--- src/rtl/mips_ctrl_pkg.sv ---
// Shared encodings for the multicycle MIPS controller: state codes, opcode/funct
// constants, ALU operation codes and the strobe bundle driven by the decoder.
package mips_ctrl_pkg;

    typedef enum logic [3:0] {
        S_FETCH  = 4'd0,
        S_DECODE = 4'd1,
        S_MEMADR = 4'd2,
        S_MEMRD  = 4'd3,
        S_MEMWB  = 4'd4,
        S_MEMWR  = 4'd5,
        S_EXEC   = 4'd6,
        S_RWB    = 4'd7,
        S_BRANCH = 4'd8,
        S_JUMP   = 4'd9,
        S_IEXEC  = 4'd10,
        S_IWB    = 4'd11
    } state_t;

    localparam logic [5:0] OP_RTYPE = 6'h00;
    localparam logic [5:0] OP_LW    = 6'h23;
    localparam logic [5:0] OP_SW    = 6'h2B;
    localparam logic [5:0] OP_BEQ   = 6'h04;
    localparam logic [5:0] OP_J     = 6'h02;
    localparam logic [5:0] OP_ADDI  = 6'h08;
    localparam logic [5:0] OP_ANDI  = 6'h0C;
    localparam logic [5:0] OP_ORI   = 6'h0D;

    localparam logic [5:0] FN_ADD = 6'h20;
    localparam logic [5:0] FN_SUB = 6'h22;
    localparam logic [5:0] FN_AND = 6'h24;
    localparam logic [5:0] FN_OR  = 6'h25;
    localparam logic [5:0] FN_SLT = 6'h2A;

    localparam logic [1:0] ALU_ADD   = 2'b00;
    localparam logic [1:0] ALU_SUB   = 2'b01;
    localparam logic [1:0] ALU_FUNCT = 2'b10;
    localparam logic [1:0] ALU_LOGIC = 2'b11;

    typedef struct packed {
        logic       pc_write;
        logic       pc_write_cond;
        logic       i_or_d;
        logic       mem_read;
        logic       mem_write;
        logic       ir_write;
        logic       mem_to_reg;
        logic       reg_dst;
        logic       reg_write;
        logic       alu_src_a;
        logic [1:0] alu_src_b;
        logic [1:0] alu_op;
        logic [1:0] pc_source;
        logic       ext_op;
    } ctrl_t;

    function automatic logic funct_ok(input logic [5:0] f);
        return f inside {FN_ADD, FN_SUB, FN_AND, FN_OR, FN_SLT};
    endfunction

endpackage

--- src/rtl/mc_out_decode.sv ---
// Moore strobe decode: maps the current state (plus the latched opcode for the
// immediate ops) to the datapath control bundle.
import mips_ctrl_pkg::*;

module mc_out_decode (
    input  logic [3:0] state,
    input  logic [5:0] op_latched,
    input  logic       mem_ready,
    output ctrl_t      ctrl
);

    state_t st;
    assign st = state_t'(state);

    always_comb begin
        ctrl = '0;
        case (st)
            S_FETCH: begin
                // Fetch strobes only fire on the cycle the memory completes.
                ctrl.alu_src_b = 2'b01;
                ctrl.mem_read  = mem_ready;
                ctrl.ir_write  = mem_ready;
                ctrl.pc_write  = mem_ready;
            end
            S_DECODE: begin
                ctrl.alu_src_b = 2'b11;
                ctrl.ext_op    = 1'b1;
            end
            S_MEMADR: begin
                ctrl.alu_src_a = 1'b1;
                ctrl.alu_src_b = 2'b10;
                ctrl.ext_op    = 1'b1;
            end
            S_MEMRD: begin
                ctrl.i_or_d   = 1'b1;
                ctrl.mem_read = 1'b1;
            end
            S_MEMWB: begin
                ctrl.reg_write  = 1'b1;
                ctrl.mem_to_reg = 1'b1;
            end
            S_MEMWR: begin
                ctrl.i_or_d    = 1'b1;
                ctrl.mem_write = 1'b1;
            end
            S_EXEC: begin
                ctrl.alu_src_a = 1'b1;
                ctrl.alu_op    = ALU_FUNCT;
            end
            S_RWB: begin
                ctrl.reg_dst   = 1'b1;
                ctrl.reg_write = 1'b1;
            end
            S_BRANCH: begin
                ctrl.alu_src_a     = 1'b1;
                ctrl.alu_op        = ALU_SUB;
                ctrl.pc_write_cond = 1'b1;
                ctrl.pc_source     = 2'b01;
            end
            S_JUMP: begin
                ctrl.pc_write  = 1'b1;
                ctrl.pc_source = 2'b10;
            end
            S_IEXEC: begin
                // andi/ori are logical ops on a zero-extended immediate.
                ctrl.alu_src_a = 1'b1;
                ctrl.alu_src_b = 2'b10;
                ctrl.alu_op    = (op_latched == OP_ADDI) ? ALU_ADD : ALU_LOGIC;
                ctrl.ext_op    = (op_latched == OP_ADDI);
            end
            S_IWB: begin
                ctrl.reg_write = 1'b1;
            end
            default: ;
        endcase
    end

endmodule

--- src/rtl/mips_mc_control.sv ---
// Multicycle MIPS control FSM with bounded memory waits, illegal-instruction
// detection and an opcode latched at DECODE.
import mips_ctrl_pkg::*;

module mips_mc_control #(
    parameter int MEM_WAIT_MAX = 15
) (
    input  logic       clk,
    input  logic       rst_n,
    input  logic [5:0] opcode,
    input  logic [5:0] funct,
    input  logic       zero,
    input  logic       mem_ready,
    output logic       pc_write,
    output logic       pc_write_cond,
    output logic       i_or_d,
    output logic       mem_read,
    output logic       mem_write,
    output logic       ir_write,
    output logic       mem_to_reg,
    output logic       reg_dst,
    output logic       reg_write,
    output logic       alu_src_a,
    output logic [1:0] alu_src_b,
    output logic [1:0] alu_op,
    output logic [1:0] pc_source,
    output logic       ext_op,
    output logic       illegal,
    output logic       timeout,
    output logic [3:0] state
);

    localparam int CW = (MEM_WAIT_MAX < 1) ? 1 : $clog2(MEM_WAIT_MAX + 1);

    state_t        state_q, state_n;
    logic [5:0]    op_q;
    logic [CW-1:0] wait_cnt;
    logic          waiting, wait_done, timeout_c, illegal_c;
    ctrl_t         dec, out;

    // The branch decision is made in the datapath (pc_write_cond & zero).
    logic unused_zero;
    assign unused_zero = zero;

    assign waiting   = (state_q == S_FETCH) || (state_q == S_MEMRD) || (state_q == S_MEMWR);
    assign wait_done = waiting && (wait_cnt == CW'(MEM_WAIT_MAX));

    always_ff @(posedge clk or negedge rst_n) begin
        if (!rst_n) begin
            state_q  <= S_FETCH;
            wait_cnt <= '0;
            op_q     <= '0;
        end else begin
            state_q <= state_n;
            if (state_q == S_DECODE)
                op_q <= opcode;
            if (state_n != state_q || !waiting || mem_ready || wait_done)
                wait_cnt <= '0;
            else
                wait_cnt <= wait_cnt + 1'b1;
        end
    end

    always_comb begin
        state_n   = state_q;
        timeout_c = 1'b0;
        illegal_c = 1'b0;
        case (state_q)
            S_FETCH:
                if (mem_ready)      state_n = S_DECODE;
                else if (wait_done) timeout_c = 1'b1;
            S_DECODE:
                case (opcode)
                    OP_RTYPE:
                        if (funct_ok(funct)) state_n = S_EXEC;
                        else begin
                            illegal_c = 1'b1;
                            state_n   = S_FETCH;
                        end
                    OP_LW, OP_SW:             state_n = S_MEMADR;
                    OP_BEQ:                   state_n = S_BRANCH;
                    OP_J:                     state_n = S_JUMP;
                    OP_ADDI, OP_ANDI, OP_ORI: state_n = S_IEXEC;
                    default: begin
                        illegal_c = 1'b1;
                        state_n   = S_FETCH;
                    end
                endcase
            S_MEMADR: state_n = (op_q == OP_SW) ? S_MEMWR : S_MEMRD;
            S_MEMRD:
                if (mem_ready) state_n = S_MEMWB;
                else if (wait_done) begin
                    timeout_c = 1'b1;
                    state_n   = S_FETCH;
                end
            S_MEMWR:
                if (mem_ready) state_n = S_FETCH;
                else if (wait_done) begin
                    timeout_c = 1'b1;
                    state_n   = S_FETCH;
                end
            S_EXEC:  state_n = S_RWB;
            S_IEXEC: state_n = S_IWB;
            default: state_n = S_FETCH;
        endcase
    end

    mc_out_decode u_dec (
        .state      (state_q),
        .op_latched (op_q),
        .mem_ready  (mem_ready),
        .ctrl       (dec)
    );

    // A timed-out access must not commit, and reset silences everything at once.
    always_comb begin
        out = dec;
        if (timeout_c) begin
            out.mem_read  = 1'b0;
            out.mem_write = 1'b0;
        end
        if (!rst_n)
            out = '0;
    end

    assign pc_write      = out.pc_write;
    assign pc_write_cond = out.pc_write_cond;
    assign i_or_d        = out.i_or_d;
    assign mem_read      = out.mem_read;
    assign mem_write     = out.mem_write;
    assign ir_write      = out.ir_write;
    assign mem_to_reg    = out.mem_to_reg;
    assign reg_dst       = out.reg_dst;
    assign reg_write     = out.reg_write;
    assign alu_src_a     = out.alu_src_a;
    assign alu_src_b     = out.alu_src_b;
    assign alu_op        = out.alu_op;
    assign pc_source     = out.pc_source;
    assign ext_op        = out.ext_op;
    assign illegal       = rst_n & illegal_c;
    assign timeout       = rst_n & timeout_c;
    assign state         = state_q;

endmodule

--- config.mk ---
export PLATFORM = sky130hd
export DESIGN_NAME = mips_mc_control
export DESIGN_NICKNAME = d
export VERILOG_FILES = /design/src/rtl/mips_ctrl_pkg.sv /design/src/rtl/mc_out_decode.sv /design/src/rtl/mips_mc_control.sv
export SDC_FILE = /design/constraint.sdc
export NUM_CORES = 1
export LEC_CHECK = 0
export CAP_MARGIN = 30
export CORE_AREA = 2 2 63 50
export CTS_BUF_LIST = sky130_fd_sc_hd__clkbuf_4 sky130_fd_sc_hd__clkbuf_8 sky130_fd_sc_hd__clkbuf_16
export CTS_CLUSTER_SIZE = 25
export DETAILED_ROUTE_END_ITERATION = 10
export DIE_AREA = 0 0 65 52
export PLACE_DENSITY = 0.78
export SETUP_SLACK_MARGIN = 0.4
export SLEW_MARGIN = 20
export SYNTH_ARGS = -nofsm -noshare
export SYNTH_HDL_FRONTEND = slang
export SYNTH_HIERARCHICAL = 1
export SYNTH_SLANG_ARGS = --single-unit
--- constraint.sdc ---
create_clock -name clk -period 2.3 [get_ports clk]
set_clock_uncertainty 0.15 [all_clocks]
set_input_delay 0.345 -clock clk [delete_from_list [all_inputs] [get_ports clk]]
set_output_delay 0.345 -clock clk [all_outputs]
set_load 0.1 [all_outputs]
==> impl_metrics.ini, run 1 <==
[placed_design]
pre_cts_ws_ns = -0.05308
dpl.hpwl_mm = 2.523
place.gp.congestion = 0.8740
place_inst = 223
io_buffer_count = 37

[global_routing]
antenna_found_initial = 0
grt_pass1_vias = 1505
grt_max_degree = 34
overflow = 0
grt.total_usage = 0.3186
grt_pass1_wl_mm = 7.955

[clocking]
clk_pin_slew_ns = 0.06
htree_levels = 1
clock-root-buffer = clkbuf_8
numCtsBuffers = 3
hold_buffers = 0
clock_latency_ns = 0.26
cts_tree = done
cts_sinks = 14
clock_path_buffers = 2

[yosys]
netlist_area_um2 = 1226
ys_ff_latch = 14
yosys.area.top_type = dfrtp_1
synth_enable_flop_cells = 0
syn-num-nets = 163
synth_most_common_cell = and2_1
yosysSeqAreaShare = 0.2857
synthTopCellsByCount = and2_1, dfrtp_1, a21oi_1, nand2b_1
async_flop_share = 1.000
ys.flop_type = dfrtp_1
synth_area_leaders = dfrtp_1, and2_1, mux2_2, nand2b_1, a21oi_1
synth_top_area_frac = 0.2857
syn-mean-instance-area_um2 = 8.398
synth_warnings = 6
ys_types = 52
syn_inst = 146

[drt]
wl_per_cell_um = 24.35
drt_iter0_markers = 101
wl_met1_mm = 2.525
drc = 0
first_pass_iters = 4
top_layer_used = met4
met2_length_mm = 3.132
wl_met3_um = 478
ant_nets = 0
viasPerCell = 6.351
via_count = 1664
drt_wl_total_mm = 6.379

[timing]
setup_viol = 9
max_slew_margin = 0.7767
fmax_ghz = 0.3983
finalHoldViolations = 0
min_period_ns = 2.511
rsz0062_at_grt = true
post-route-period-util = 1.092
tns_ns = -0.8219
fin_ws_ns = -0.2108
worst_pin_slew_ns = 0.3321
drv_slew = 0

[final_layout]
final_nets = 242
drive_gt1_frac = 0.6429
area_delta_synth_final_pct = 115.2
diodes = 0
utilization = 0.9470
fin_cells = 262

[critical_path]
worst_setup_path_start_kind = flip-flop
arrival_ns = 2.02
crit_path_end_kind = primary output
cp_max_fo = 3
criticalPathCategory = reg -> out
worstPathRequired_ns = 1.80

[power_and_ir_drop]
leakagePower_nw = 1.092
total_power_mw = 2.739
power_density_nw_per_um2 = 1038
vdd_drop_max_v = 0.0007748

[die]
initial_core_util = 0.4401
dieWidth_um = 65
fp-row-count = 17
core-area_um2 = 2786
die_y_um = 52
die-area_um2 = 3380
pin_count = 39

[status]
status = complete, but fails checks
violations = negative setup slack

[hold_path]
worstHoldPathType = in -> async

[job]
cap_viol_max_count = 0
-- cell families after synthesis --
family	after synthesis	share of synthesized area
xor+xnor	3	0.02143
mux	6	0.05408
simple gates	76	0.3908
fa+ha+maj	1	0.01020
flops	14	0.2857
buf+inv	14	0.05612
compound gates	32	0.1816
-- placed cells by master (no fill, tap or decap), types with 6 or more instances in the layout --
cell type	n
buf_4	24
buf_12	22
buf_6	21
and2_4	15
dfrtp_1	10
clkdlybuf4s50_1	7
dlygate4sd2_1	7
nor3_4	6
nand2_1	6
-- registers in the layout, summed over array words and instances (netlist names) --
signal / cells
op_q: 6
wait_cnt: 4
state: 4
-- metrics by stage --
| stage | hold slack, ns | area (um^2) |
|---|---|---|
| 6_report | 0.3170 | 2639 |
| 5_1_grt | 0.3365 | 2639 |
| 4_1_cts | 0.2984 | 2359 |
| 3_5_place_dp | 0.3575 | 1997 |
| 3_3_place_gp | 0.3314 | 1997 |
| 2_1_floorplan | -0.1006 | 1375 |
-- timing repair --
item,in CTS,in global routing
endpoints found under the setup margin,25,21
resized for setup,38,48
pin swaps,10,15
setup buffers,22,13
-- worst max-delay path: stages (launching register included) --
cell,delay [ns]
dfrtp_1,0.39
or4b_4,0.57
nor3_4,0.27
o21a_1,0.19
and2_4,0.17
buf_12,0.17
-- layer usage --
metal	vias up	GRT usage
met3	26	0.03896
met4	0	0.1170
met1	842	0.3595
met5	-	0
met2	111	0.6168
li1	685	-
-- worst paths after layout --
path | slack (ns) | startpoint | depth (start not counted) | end
max | -0.21 | op_q[2] | 5 | ext_op
min | 0.32 | rst_n | 2 | op_q[0]
max reg2reg | 0.28 | state[1] | 4 | wait_cnt[3]
min reg2reg | 0.37 | wait_cnt[0] | 1 | wait_cnt[0]
max in group asynchronous | 1.50 | rst_n | 2 | state[2]
min in group clk | 0.37 | wait_cnt[0] | 1 | wait_cnt[0]
-- report_power, final --
part | total, mW | switching [mW] | internal, mW
logic | 2.03 | 1.11 | 0.917
clock network | 0.248 | 0.0963 | 0.152
registers | 0.464 | 0.121 | 0.343
-- layout make-up --
cell class,instances,area [um^2]
fill,70,147.6
timing repair buffer,84,1033
sequential,14,365.4
clock buffer,4,55.05
tap,38,47.55
inverter,4,15.01
multi-input combinational,118,1122
Note: power is estimated with default switching activity, not from simulation.
==> run 2: changes to the inputs <==
--- a/config.mk
+++ b/config.mk
@@ -6,11 +6,11 @@
 export NUM_CORES = 1
 export LEC_CHECK = 0
 export CAP_MARGIN = 30
-export CORE_AREA = 2 2 63 50
+export CORE_AREA = 2 2 70 45
 export CTS_BUF_LIST = sky130_fd_sc_hd__clkbuf_4 sky130_fd_sc_hd__clkbuf_8 sky130_fd_sc_hd__clkbuf_16
-export CTS_CLUSTER_SIZE = 25
+export CTS_CLUSTER_SIZE = 40
 export DETAILED_ROUTE_END_ITERATION = 10
-export DIE_AREA = 0 0 65 52
+export DIE_AREA = 0 0 72 47
 export PLACE_DENSITY = 0.78
 export SETUP_SLACK_MARGIN = 0.4
 export SLEW_MARGIN = 20
==> impl_metrics.ini, run 2 (same netlist as run 1, synthesis figures left out) <==
[status]
status = complete, but fails checks
violations = negative setup slack

[global_routing]
grt_pass1_wl_mm = 7.907
grt_pass1_vias = 1534
overflow = 0
met2_usage = 0.5759
gr-usage-met3 = 0.06867
grt_max_degree = 34
grt.total_usage = 0.3174
top_usage_layer = met2
antenna_found_initial = 0
met1_usage = 0.3788

[timing]
setup_viol = 10
drv_slew = 0
worst_pin_slew_ns = 0.4159
rsz0062_at_grt = true
max_slew_margin = 0.7204
fmax_ghz = 0.4026
finalHoldViolations = 0
fin_ws_ns = -0.1839
post-route-period-util = 1.080
min_period_ns = 2.484
tns_ns = -1.111

[final_layout]
top_register = op_q
drive_gt1_frac = 0.6083
final_cell_mix = buf_12, buf_4, buf_6
multi_input_area_um2 = 1110
largest_reg_flops = 6
layout.area.seq_um2 = 365.4
area_delta_synth_final_pct = 108.2
final_nets = 235
diodes = 0
fillers = 88

[clocking]
hold_buffers = 0
clk_pin_slew_ns = 0.07
clock-root-buffer = clkbuf_8
clock_latency_ns = 0.25
cts_sinks = 14
htree_levels = 1
numCtsBuffers = 3
clock_path_buffers = 2
cts_tree = done

[drt]
first_pass_iters = 5
viasPerCell = 6.757
drt_wl_total_mm = 6.758
wl_per_cell_um = 26.92
drt_iter0_markers = 137
via_count = 1696
ant_nets = 0
drc = 0

[hold_path]
worstHoldPathType = in -> async

[placed_design]
dpl.hpwl_mm = 2.813
io_buffer_count = 37
place.gp.congestion = 0.8882
pre_cts_ws_ns = -0.04602

[critical_path]
crit_path_end_kind = primary output
cp_max_fo = 7
worst_setup_path_start_kind = flip-flop
rr_worst_depth = 7
worstPathRequired_ns = 1.80
r2r-start = state[0]
criticalPathCategory = reg -> out
arrival_ns = 1.99
reg2reg_to = op_q[3]
r2r_slack_ns = 0.34

[die]
die_y_um = 47
dieWidth_um = 72
die-area_um2 = 3384
fp-row-count = 15
initial_core_util = 0.4444
core-area_um2 = 2759
pin_count = 39

[power_and_ir_drop]
power_density_nw_per_um2 = 1039
leakagePower_nw = 1.061
vdd_drop_max_v = 0.0007026

[job]
cap_viol_max_count = 0
[run 2: area by class of cell]
type | count | area share
tap | 34 | 0.01667
clock buffer | 4 | 0.02157
inverter | 4 | 0.005882
multi-input combinational | 118 | 0.4348
sequential | 14 | 0.1431
timing repair buffer | 77 | 0.3779
[run 2: how the worst max path moves through the flow]
stage	start	to	slack (ns)	depth (start not counted)
after detailed placement	opcode[2]	illegal	-0.05	6
after floorplan	state[0]	timeout	-0.16	4
after global placement	opcode[0]	illegal	-0.02	6
final	state[1]	timeout	-0.18	5
after global routing	state[1]	alu_op[1]	-0.24	8
after CTS	op_q[2]	ext_op	-0.05	5
[run 2: where the power goes]
| part | internal, mW | switching [mW] |
|---|---|---|
| logic | 0.849 | 1.09 |
| registers | 0.343 | 0.123 |
| clock network | 0.152 | 0.0980 |
| total | 1.34 | 1.31 |
[run 2: critical path, stage by stage, from the launching register on]
cell	delay, ns
dfrtp_4	0.54
xor2_1	0.27
nand2_1	0.22
a211oi_4	0.29
and3_4	0.24
buf_12	0.17
[run 2: metal layers]
layer  routed length, um  up-vias
li1                    -      677
met1                2405      805
met2                3141      157
met3                 687       57
met4                 524        0
met5                   0        -
[run 2: metrics by stage]
step / instances / hold WS (ns) / util / cell area (um^2) / power, mW
after floorplan: 146 / -0.1006 / - / 1375 / 1.432
after global placement: 223 / 0.3329 / 0.7329 / 2022 / 1.756
after detailed placement: 223 / 0.3543 / 0.7329 / 2022 / 1.801
after CTS: 242 / 0.2982 / 0.8490 / 2342 / 2.299
after global routing: 251 / 0.3324 / 0.9252 / 2552 / 2.718
final: 251 / 0.3189 / 0.9252 / 2552 / 2.651
[run 2: what timing repair did]
item | in CTS | in global routing
setup endpoints to repair | 22 | 23
gates resized for setup | 42 | 32
pin swaps | 15 | 13
buffers inserted | 15 | 9
endpoints found under the hold margin | 0 | 0
==> run 3: changes to the inputs <==
--- a/config.mk
+++ b/config.mk
@@ -6,11 +6,11 @@
 export NUM_CORES = 1
 export LEC_CHECK = 0
 export CAP_MARGIN = 30
-export CORE_AREA = 2 2 70 45
+export CORE_AREA = 5 5 73 48
 export CTS_BUF_LIST = sky130_fd_sc_hd__clkbuf_4 sky130_fd_sc_hd__clkbuf_8 sky130_fd_sc_hd__clkbuf_16
 export CTS_CLUSTER_SIZE = 40
 export DETAILED_ROUTE_END_ITERATION = 10
-export DIE_AREA = 0 0 72 47
+export DIE_AREA = 0 0 78 53
 export PLACE_DENSITY = 0.78
 export SETUP_SLACK_MARGIN = 0.4
 export SLEW_MARGIN = 20
==> constraint.sdc (replaced) <==
create_clock -name clk -period 2.3 [get_ports clk]
set_clock_uncertainty 0.15 [all_clocks]
set_input_delay 0.345 -clock clk [delete_from_list [all_inputs] [get_ports clk]]
set_output_delay 0.345 -clock clk [all_outputs]
set_load 0.005 [all_outputs]
==> impl_metrics.ini, run 3 (same netlist as run 1, synthesis figures left out) <==
[status]
status = complete, but fails checks
violations = negative setup slack

[drt]
first_pass_iters = 4
via_count = 1603
drt_wl_total_mm = 5.644
ant_nets = 0
drc = 0
wl_per_cell_um = 20.45
viasPerCell = 5.808
drt_iter0_markers = 154

[final_layout]
drive_gt1_frac = 0.5455
final_area_um2 = 2318
final_cell_mix = buf_4, buf_6, buf_2
final_common_cell = buf_4
fin_cells = 276
diodes = 0
utilization = 0.8404
largest_reg_flops = 6
final_nets = 260
area_delta_synth_final_pct = 89.08
fillers = 136
top_register = op_q

[die]
die_y_um = 53
fp-row-count = 15
dieWidth_um = 78
core-area_um2 = 2759
initial_core_util = 0.4444
die-area_um2 = 4134
pin_count = 39

[clocking]
cts_sinks = 14
hold_buffers = 0
clock_path_buffers = 2
numCtsBuffers = 3
clock_latency_ns = 0.25
clk_pin_slew_ns = 0.07
clock-root-buffer = clkbuf_8
htree_levels = 1
cts_tree = done

[timing]
worst_pin_slew_ns = 0.3684
fin_ws_ns = -0.1396
rsz0062_at_grt = true
min_period_ns = 2.440
post-route-period-util = 1.061
finalHoldViolations = 0
fin_hold_ws_ns = 0.2923
setup_viol = 3
max_slew_margin = 0.7505
fmax_ghz = 0.4099
drv_slew = 0
tns_ns = -0.3906

[critical_path]
cp_max_fo = 3
crit_chain = or4b_4, nor3_4, buf_4, o21a_1, and2_1, buf_2
arrival_ns = 1.94
crit_path_end_kind = primary output
worst_setup_path_start_kind = flip-flop
worstPathRequired_ns = 1.80
cp_num_buf_inv = 2
criticalPathCategory = reg -> out
crit_family = simple AND/OR/NAND/NOR gates
slowest_stage = or4b_4
cp_slowest_stage_delay_ns = 0.56

[global_routing]
overflow = 0
grt_pass1_wl_mm = 7.790
antenna_found_initial = 0
grt.total_usage = 0.2440
grt_max_degree = 29
grt_pass1_vias = 1596

[power_and_ir_drop]
seqPwrFrac = 0.223
leakagePower_nw = 1.093
clkPwrFrac = 0.125
p_sw_mw = 0.7791
total_power_mw = 1.976
p_int_mw = 1.197
power_density_nw_per_um2 = 852.2
power_frac_comb = 0.652
vdd_drop_max_v = 0.0005780
netSwitchingFraction = 0.3943

[placed_design]
place.gp.congestion = 0.8396
placedInstanceArea_um2 = 1799
pre_cts_ws_ns = -0.3174
dpl.hpwl_mm = 2.945
place_inst = 233
io_buffer_count = 37

[job]
cap_viol_max_count = 0

[hold_path]
worstHoldPathType = in -> async
==> run 3: cell types whose count changed in the layout (fill, tap and decap cells not counted), moves of 15 or more <==
cell / change
buf_12: -21
buf_2: +19
buf_4: +19
and2_1: +15
and2_4: -15
==> run 3: repair_timing <==
item | CTS | global route
buffers inserted | 29 | 9
pin swaps | 22 | 15
resized for setup | 131 | 27
setup endpoints to repair | 21 | 28
cloned | 0 | 1
==> run 3: worst paths after layout <==
check                                  from           to  slack (ns)  cells past startpoint
max in group asynchronous             rst_n     state[3]        1.40                      3
worst max-delay path                op_q[4]       ext_op       -0.14                      6
worst max register to register     state[3]      op_q[2]        0.34                      7
worst min-delay path                  rst_n  wait_cnt[0]        0.29                      2
min in group clk                  opcode[4]      op_q[4]        0.37                      2
worst min register to register  wait_cnt[3]  wait_cnt[3]        0.38                      1
==> run 3: power by group through the flow <==
| stage | clock network (mW) | registers (mW) | logic (mW) |
|---|---|---|---|
| floorplan | 0 | 0.406 | 0.481 |
| global placement | 0 | 0.414 | 0.796 |
| detailed placement | 0 | 0.423 | 0.824 |
| CTS | 0.238 | 0.415 | 1.03 |
| global route | 0.261 | 0.448 | 1.35 |
| finish | 0.247 | 0.441 | 1.29 |
==> run 3: area by class of cell <==
cell class / instances / area [um^2] / share of cell area
well taps: 34 / 42.54 / 0.01835
clock buffers: 4 / 55.05 / 0.02375
multi-input cells: 118 / 991.0 / 0.4274
flip-flops and latches: 14 / 356.6 / 0.1538
repair buffers: 102 / 858.3 / 0.3702
inverters: 4 / 15.01 / 0.006476
==> run 3: layer usage <==
metal	up-vias	global-route usage	part of all wire
met5	-	0	0
met2	82	0.4321	0.48
met1	785	0.2984	0.42
met3	13	0.03912	0.086
li1	723	-	-
met4	0	0.1011	0.018
